$ cat src/rtl/philv_ctrl_pkg.sv
// rtl/philv_ctrl_pkg.sv - shared state, opcode and ALU source encodings for the PhilosophyV controller
package philv_ctrl_pkg;

   typedef enum logic [3:0] {
      ST_FETCH     = 4'd0,
      ST_DECODE    = 4'd1,
      ST_EXEC_R    = 4'd2,
      ST_EXEC_I    = 4'd3,
      ST_ADDR      = 4'd4,
      ST_MEM_LD    = 4'd5,
      ST_MEM_ST    = 4'd6,
      ST_EXEC_B    = 4'd7,
      ST_WRITEBACK = 4'd8,
      ST_TRAP      = 4'd9
   } state_t;

   localparam logic [6:0] OPCODE_ALU_REG = 7'b0110011;
   localparam logic [6:0] OPCODE_ALU_IMM = 7'b0010011;
   localparam logic [6:0] OPCODE_LOAD    = 7'b0000011;
   localparam logic [6:0] OPCODE_STORE   = 7'b0100011;
   localparam logic [6:0] OPCODE_BRANCH  = 7'b1100011;

   localparam logic ALU_SRC_A_PC     = 1'b0;
   localparam logic ALU_SRC_A_REGOUT = 1'b1;

   localparam logic [1:0] ALU_SRC_B_REGOUT = 2'd0;
   localparam logic [1:0] ALU_SRC_B_CONST4 = 2'd1;
   localparam logic [1:0] ALU_SRC_B_IMMED  = 2'd2;

endpackage

$ cat src/rtl/retire_counter.sv
// rtl/retire_counter.sv - retired-instruction counter, wraps modulo 2^CNT_WIDTH
module retire_counter #(
   parameter int CNT_WIDTH = 32
) (
   input  logic                 clk,
   input  logic                 rst,
   input  logic                 inc,
   output logic [CNT_WIDTH-1:0] count
);

   always_ff @(posedge clk) begin
      if (rst)
         count <= '0;
      else if (inc)
         count <= count + 1'b1;
   end

endmodule

$ cat src/rtl/multicycle_controller.sv
// rtl/multicycle_controller.sv - multicycle control FSM; PHILV_ILLEGAL_TRAP_EN enables the illegal-opcode trap
module multicycle_controller
   import philv_ctrl_pkg::*;
#(
   parameter int OPCODE_WIDTH    = 7,
   parameter int ALU_SRC_B_WIDTH = 2,
   parameter int CNT_WIDTH       = 32
) (
   input  logic                       clk,
   input  logic                       rst,
   input  logic [OPCODE_WIDTH-1:0]    opCode,
   input  logic                       memReady,
   input  logic                       branchTaken,
   output logic                       PCWrite,
   output logic                       PCBranch,
   output logic                       IRWrite,
   output logic                       regFileWrite,
   output logic                       ALUOverride,
   output logic                       ALUSrcA,
   output logic [ALU_SRC_B_WIDTH-1:0] ALUSrcB,
   output logic                       memRead,
   output logic                       memWrite,
   output logic                       IorD,
   output logic                       memToReg,
   output logic                       trap,
   output logic [CNT_WIDTH-1:0]       instret
);

   localparam logic [OPCODE_WIDTH-1:0] OP_ALU_REG = OPCODE_WIDTH'(OPCODE_ALU_REG);
   localparam logic [OPCODE_WIDTH-1:0] OP_ALU_IMM = OPCODE_WIDTH'(OPCODE_ALU_IMM);
   localparam logic [OPCODE_WIDTH-1:0] OP_LOAD    = OPCODE_WIDTH'(OPCODE_LOAD);
   localparam logic [OPCODE_WIDTH-1:0] OP_STORE   = OPCODE_WIDTH'(OPCODE_STORE);
   localparam logic [OPCODE_WIDTH-1:0] OP_BRANCH  = OPCODE_WIDTH'(OPCODE_BRANCH);

   state_t     state, state_next;
   logic [1:0] alu_src_b;
   logic       inc;

   always_ff @(posedge clk) begin
      if (rst)
         state <= ST_FETCH;
      else
         state <= state_next;
   end

   always_comb begin
      state_next   = state;
      PCWrite      = 1'b0;
      PCBranch     = 1'b0;
      IRWrite      = 1'b0;
      regFileWrite = 1'b0;
      ALUOverride  = 1'b0;
      ALUSrcA      = ALU_SRC_A_PC;
      alu_src_b    = ALU_SRC_B_REGOUT;
      memRead      = 1'b0;
      memWrite     = 1'b0;
      IorD         = 1'b0;
      memToReg     = 1'b0;
      trap         = 1'b0;
      inc          = 1'b0;
      case (state)
         ST_FETCH: begin
            memRead     = 1'b1;
            ALUOverride = 1'b1;
            alu_src_b   = ALU_SRC_B_CONST4;
            IRWrite     = memReady;
            if (memReady)
               state_next = ST_DECODE;
         end
         ST_DECODE: begin
            PCWrite = 1'b1;
            if (opCode == OP_ALU_REG)
               state_next = ST_EXEC_R;
            else if (opCode == OP_ALU_IMM)
               state_next = ST_EXEC_I;
            else if (opCode == OP_LOAD || opCode == OP_STORE)
               state_next = ST_ADDR;
            else if (opCode == OP_BRANCH)
               state_next = ST_EXEC_B;
            else
`ifdef PHILV_ILLEGAL_TRAP_EN
               state_next = ST_TRAP;
`else
               state_next = ST_EXEC_R;
`endif
         end
         ST_EXEC_R: begin
            ALUSrcA    = ALU_SRC_A_REGOUT;
            alu_src_b  = ALU_SRC_B_REGOUT;
            state_next = ST_WRITEBACK;
         end
         ST_EXEC_I: begin
            ALUSrcA    = ALU_SRC_A_REGOUT;
            alu_src_b  = ALU_SRC_B_IMMED;
            state_next = ST_WRITEBACK;
         end
         ST_ADDR: begin
            ALUOverride = 1'b1;
            ALUSrcA     = ALU_SRC_A_REGOUT;
            alu_src_b   = ALU_SRC_B_IMMED;
            state_next  = (opCode == OP_LOAD) ? ST_MEM_LD : ST_MEM_ST;
         end
         ST_MEM_LD: begin
            memRead = 1'b1;
            IorD    = 1'b1;
            if (memReady)
               state_next = ST_WRITEBACK;
         end
         ST_MEM_ST: begin
            memWrite = 1'b1;
            IorD     = 1'b1;
            if (memReady) begin
               state_next = ST_FETCH;
               inc        = 1'b1;
            end
         end
         ST_EXEC_B: begin
            ALUSrcA    = ALU_SRC_A_REGOUT;
            alu_src_b  = ALU_SRC_B_REGOUT;
            PCBranch   = branchTaken;
            state_next = ST_FETCH;
            inc        = 1'b1;
         end
         ST_WRITEBACK: begin
            regFileWrite = 1'b1;
            memToReg     = (opCode == OP_LOAD);
            state_next   = ST_FETCH;
            inc          = 1'b1;
         end
`ifdef PHILV_ILLEGAL_TRAP_EN
         ST_TRAP: begin
            trap = 1'b1;
         end
`endif
         default: state_next = ST_FETCH;
      endcase
      // Requests and write enables must not escape while reset is held.
      if (rst) begin
         memRead      = 1'b0;
         memWrite     = 1'b0;
         PCWrite      = 1'b0;
         PCBranch     = 1'b0;
         IRWrite      = 1'b0;
         regFileWrite = 1'b0;
      end
   end

   assign ALUSrcB = ALU_SRC_B_WIDTH'(alu_src_b);

   retire_counter #(
      .CNT_WIDTH (CNT_WIDTH)
   ) u_retire_counter (
      .clk   (clk),
      .rst   (rst),
      .inc   (inc),
      .count (instret)
   );

endmodule
$ cat config.mk
export PLATFORM = sky130hd
export DESIGN_NAME = multicycle_controller
export DESIGN_NICKNAME = d
export VERILOG_FILES = /design/src/rtl/philv_ctrl_pkg.sv /design/src/rtl/retire_counter.sv /design/src/rtl/multicycle_controller.sv
export SDC_FILE = /design/constraint.sdc
export NUM_CORES = 1
export LEC_CHECK = 0
export BUFFER_PORTS_ARGS = -buffer_cell sky130_fd_sc_hd__clkbuf_2
export CAP_MARGIN = 20
export CORE_ASPECT_RATIO = 1.2
export CORE_MARGIN = 2
export CORE_UTILIZATION = 52
export CTS_BUF_LIST = sky130_fd_sc_hd__clkbuf_4 sky130_fd_sc_hd__clkbuf_8 sky130_fd_sc_hd__clkbuf_16
export CTS_CLUSTER_SIZE = 14
export DETAILED_ROUTE_END_ITERATION = 16
export PLACE_DENSITY = 0.78
export SYNTH_ARGS = -nofsm -noshare
export SYNTH_HDL_FRONTEND = slang
export SYNTH_HIERARCHICAL = 1
export SYNTH_SLANG_ARGS = --single-unit
$ cat constraint.sdc
create_clock -name clk -period 2.91 [get_ports clk]
set_input_delay 0.4365 -clock clk [delete_from_list [all_inputs] [get_ports clk]]
set_output_delay 0.4365 -clock clk [all_outputs]
set_load 0.01 [all_outputs]
==> results_dict.tcl, run 1 <==
set metrics [dict create \
    outcome "completed" \
    wl_per_cell_um 13.1 \
    cp_cell_sequence "or4b_1 > o21ai_0 > and4_2 > nand4_1 > nor3_1 > mux2_2" \
    die_h_um 72.7 \
    cp_max_fo 12 \
    netlist_top_cells_count "38 x nor2_1, 36 x dfxtp_1, 15 x nor2b_1" \
    synthDistinctLibCells 48 \
    via_per_inst 5.55 \
    async_flop_share_pct 0 \
    hold_path_class "in2reg" \
    routabilityCongestion 0.856 \
    syn_nets 256 \
    grtUsageMet2_pct 32.2 \
    end_kind "flop" \
    critical_path.top_delay_family "simple AND/OR/NAND/NOR gates" \
    cts_buffers 5 \
    seqCellArea_um2 721 \
    areaGrowthSynthToFinish_pct 18.3 \
    synth_seq_cells 36 \
    met1_usage_pct 28.9 \
    worst_ep_arrival_time_ps 2870 \
    finalHoldViolations 0 \
    layout_setup_ws_ps 217 \
    met3_usage_pct 5.85 \
    grt_pass1_wl_um 7410 \
    busiest_layer "met2" \
    synth.most_common_cell "nor2_1" \
    p_leak_nw 0.986 \
    nNetsFinal 306 \
    syn_inst 244 \
    grt_max_degree 36 \
    setup_viol 0 \
    place_hpwl_um 3200 \
    synth_edf_count 0 \
    p_sw_uw 239 \
    ys_warn_count 6 \
    syn-cell-area_mm2 0.00204 \
    rows 24 \
    fillers 352 \
    fin_skew_ps 6.23 \
    drive_above_1_share_pct 29.6 \
    grt_antenna_before_repair 0 \
    max_freq_mhz 371 \
    cts.clk_slew.worst_paths_ps 70 \
    core_area_mm2 0.00369 \
    n_antenna_cell 0 \
    die_area_mm2 0.00445 \
    io-pin-count 56 \
    rsz0062_at_grt "false" \
    portBuffers 54 \
    routed_wl_um 4530 \
    cts-root-buf "clkbuf_8" \
    num_vias 1919 \
    maxCapViolCount 0 \
    tritoncts "done" \
    drt_iter0_markers 112 \
    htree_levels 2 \
    cp_slowest_stage_delay_ps 610 \
    netlist_top_cells_area "dfxtp_1 35%, nor2_1 7.0%, mux2_2 5.0%" \
    finalMaxSlewViolations 0 \
    combPwrFrac_pct 11.9 \
    period_minus_slack_ps 2690 \
    ir_drop_mv 0.322 \
    critical_path_required_ps 3090 \
    first_pass_iters 4 \
    clk_path_buf_depth 2 \
    critical_path_class "reg2reg" \
    dieWidth_um 61.2 \
    drtAntennaViolNets 0 \
    clkPwrFrac_pct 35.5 \
    grt_use_total_pct 21.2 \
    overflow 0 \
    p_per_area_mw_per_mm2 397 \
    clock_latency_ps 290 \
    first_global_vias 1694 \
    fin_tns_setup_ps 0 \
    cp.buffers_inverters 0 \
    min_period_over_period_pct 92.5 \
    route.detailed.drc 0 \
    seqPwrFrac_pct 52.6 \
    yosys.area.top_type "dfxtp_1" \
    dp_slack_ps 231 \
    cts_sinks 36 \
    synth_ff_type "dfxtp_1" \
    crit_path_start_kind "flop" \
    slowest_stage "or4b_1" \
    initial_core_util_pct 55.3 \
    swShare_pct 24.9 \
    yosys.area.top_type_share_pct 35.3 \
    syn_area_per_cell_um2 8.37 \
    yosysSeqAreaShare_pct 35.3 \
    multi_input_area_mm2 0.00122 \
    p_int_uw 720 \
]
path summary, 6_finish.rpt:
| path | start | to | slack, ps | cells after the start |
|---|---|---|---|---|
| worst max-delay path | state[1] | u_retire_counter/count[29] | 220 | 6 |
| worst min-delay path | opCode[5] | state[1] | 490 | 3 |
| worst max register to register | state[1] | u_retire_counter/count[29] | 220 | 6 |
| worst min register to register | u_retire_counter/count[22] | u_retire_counter/count[22] | 520 | 2 |
cells in the final DEF (no fill, tap or decap), types with 2 or more instances in the layout:
cell type and instances:
nor3b_1 3, mux2i_1 2, xnor2_1 6, nand2_1 10
nand3_1 9, mux2_1 2, or3_1 4, a31oi_1 2
xor2_1 10, and4_1 2, a21oi_1 8, nor2_1 38
o21ai_0 5, or4_1 4, clkbuf_8 5, and3_1 3
o31ai_1 4, or4_4 2, nand4_1 10, inv_1 5
nand2b_1 2, clkbuf_2 54, dfxtp_1 36, nor4_1 4
mux2_2 9, buf_4 5, nor2b_1 15, nor3_1 13
metal layers:
layer / up-vias / part of all wire [%]
li1: 957 / -
met1: 894 / 46
met2: 62 / 47
met3: 6 / 5.8
met4: 0 / 1.2
met5: - / 0
kinds of logic after synthesis:
family / after synthesis / share of synthesized area (%)
other: 1 / 0.184
and+or+nand+nor: 132 / 37.7
adders and majority gates: 2 / 1.10
muxes: 13 / 7.04
DFF: 36 / 35.3
buffers and inverters: 21 / 4.90
xor gates and xnor gates: 16 / 6.86
AOI/OAI and AO/OA: 23 / 6.92
through the flow:
stage	cell area, um^2	instances	power, mW	hold slack, ps	utilization (%)
after floorplan	2040	244	0.593	508	-
after global placement	2330	339	0.628	492	63.2
after detailed placement	2330	339	0.630	502	63.2
after CTS	2420	346	0.967	489	65.4
after global routing	2420	346	1.00	522	65.4
final	2420	346	0.960	493	65.4
area by class of cell:
| class | count | area share (%) |
|---|---|---|
| Multi-Input combinational cell | 187 | 50.6 |
| Sequential cell | 36 | 29.8 |
| Timing Repair Buffer | 59 | 12.7 |
| Clock buffer | 6 | 3.16 |
| Tap cell | 52 | 2.69 |
| Inverter | 5 | 0.776 |
| Clock inverter | 1 | 0.207 |
worst reg2reg max path: stages (launching register included):
cell and delay, ps:
dfxtp_1 440, or4b_1 610, o21ai_0 150, and4_2 380, nand4_1 340, nor3_1 320, mux2_2 360
power groups by stage:
stage	Clock, mW	Sequential [mW]	Combinational (mW)
after floorplan	0	0.513	0.0799
after global placement	0	0.516	0.112
after detailed placement	0	0.516	0.114
after CTS	0.348	0.505	0.115
after global routing	0.372	0.506	0.125
final	0.340	0.505	0.114
sequential cells by signal (all words and copies together), names as in the netlist:
register	flops
state	4
u_retire_counter/count	32
what timing repair did:
action,4_1_cts,5_1_grt
hold buffers,0,0
setup endpoints to repair,0,1
setup buffers,0,0
resized for setup,0,1
Note: power is estimated with default switching activity, not from simulation.
==> inputs of run 2 (changes only) <==
Settings changed: PLACE_DENSITY 0.78 to 0.89.
==> results_dict.tcl, run 2 (synthesis results as in run 1) <==
set metrics [dict create \
    finalHoldViolations 0 \
    ir_drop_mv 0.240 \
    fin_tns_setup_ps 0 \
    critical_path_class "reg2reg" \
    clk_path_buf_depth 2 \
    tritoncts "done" \
    p_per_area_mw_per_mm2 434 \
    postCtsSetupRepairBufs 0 \
    portBuffers 54 \
    place_hpwl_um 3060 \
    fin_skew_ps 7.23 \
    cp_max_fo 12 \
    layout_common_cells "54 x clkbuf_2, 38 x nor2_1, 36 x dfxtp_1" \
    largest_register_ffs 32 \
    die_h_um 72.7 \
    drtAntennaViolNets 0 \
    min_period_over_period_pct 92.4 \
    io-pin-count 56 \
    cts-root-buf "clkbuf_8" \
    dp.cells 339 \
    grt_max_degree 44 \
    setup_viol 0 \
    maxCapViolCount 0 \
    drive_above_1_share_pct 29.5 \
    end_kind "flop" \
    drt_iter0_markers 80 \
    instances_no_fill 347 \
    p_leak_nw 1.00 \
    route.detailed.drc 0 \
    first_pass_iters 4 \
    clock_latency_ps 290 \
    routabilityCongestion 0.836 \
    largestRegisters "u_retire_counter/count: 32 flops, state: 4 flops" \
    rows 24 \
    num_vias 1919 \
    initial_core_util_pct 55.3 \
    grt_use_total_pct 20.2 \
    via_per_inst 5.53 \
    critical_path_required_ps 3100 \
    cts_resized 0 \
    period_minus_slack_ps 2690 \
    hold_path_class "in2reg" \
    htree_levels 2 \
    top_register "u_retire_counter/count" \
    rsz0062_at_grt "false" \
    n_antenna_cell 0 \
    dieWidth_um 61.2 \
    nNetsFinal 306 \
    max_freq_mhz 372 \
    outcome "completed" \
    fin_hold_ws_ps 486 \
    finalMaxSlewViolations 0 \
    die_area_mm2 0.00445 \
    wl_per_cell_um 12.2 \
    grt_pass1_wl_um 6960 \
    areaGrowthSynthToFinish_pct 19.7 \
    ctsHoldBuffers 0 \
    crit_path_start_kind "flop" \
    grt_antenna_before_repair 0 \
    worst_ep_arrival_time_ps 2870 \
    cts_sinks 36 \
    final_common_cell "clkbuf_2" \
    cts.clk_slew.worst_paths_ps 70 \
    first_global_vias 1547 \
    cts_buffers 5 \
    overflow 0 \
    post-route-util_pct 66.2 \
    routed_wl_um 4250 \
    core_area_mm2 0.00369 \
]
[run 2: cell types whose count changed in the layout (fill, tap and decap cells not counted)]
cell	delta
and4_1	+1
and4_2	-1
bufinv_16	+1
[run 2: path summary, 6_finish.rpt]
check,startpoint,end,slack [ps],cells past startpoint
setup reg to reg,state[1],u_retire_counter/count[30],220,6
hold reg to reg,u_retire_counter/count[22],u_retire_counter/count[22],510,2
hold / removal,opCode[5],state[1],490,3
setup / recovery,state[1],u_retire_counter/count[30],220,6
[run 2: cell type report]
cell class                 count  area [um^2]
sequential                    36          721
clock inverter                 2         35.0
timing repair buffer          59          308
fill                         321         1250
tap                           52         65.1
clock buffer                   6         76.3
multi-input combinational    187         1220
inverter                       5         18.8
[run 2: where the power goes]
group	switching [mW]	internal, mW	total, mW	leakage, nW
registers	0.00698	0.498	0.504	0.290
clock network	0.178	0.264	0.442	0.0586
logic	0.0632	0.0508	0.114	0.651
[run 2: metal layers]
metal	GRT usage [%]	vias to the layer above	share of wire [%]
met5	0	-	0
met4	7.49	0	1.5
met3	5.50	7	6.3
met2	29.9	63	46
met1	27.9	892	46
li1	-	957	-
[run 2: through the flow]
step / setup WS, ps / total power, mW / area [um^2]
floorplan: 394 / 0.593 / 2040
global placement: 365 / 0.627 / 2330
detailed placement: 274 / 0.630 / 2330
CTS: 243 / 1.07 / 2450
global route: 53.3 / 1.11 / 2450
finish: 221 / 1.06 / 2450
[run 2: critical path, cell delays in order, from the launching register on]
cell	delay, ps
dfxtp_1	430
or4b_1	600
o21ai_0	130
and4_1	400
nand4_1	350
nor3_1	320
mux2_2	350
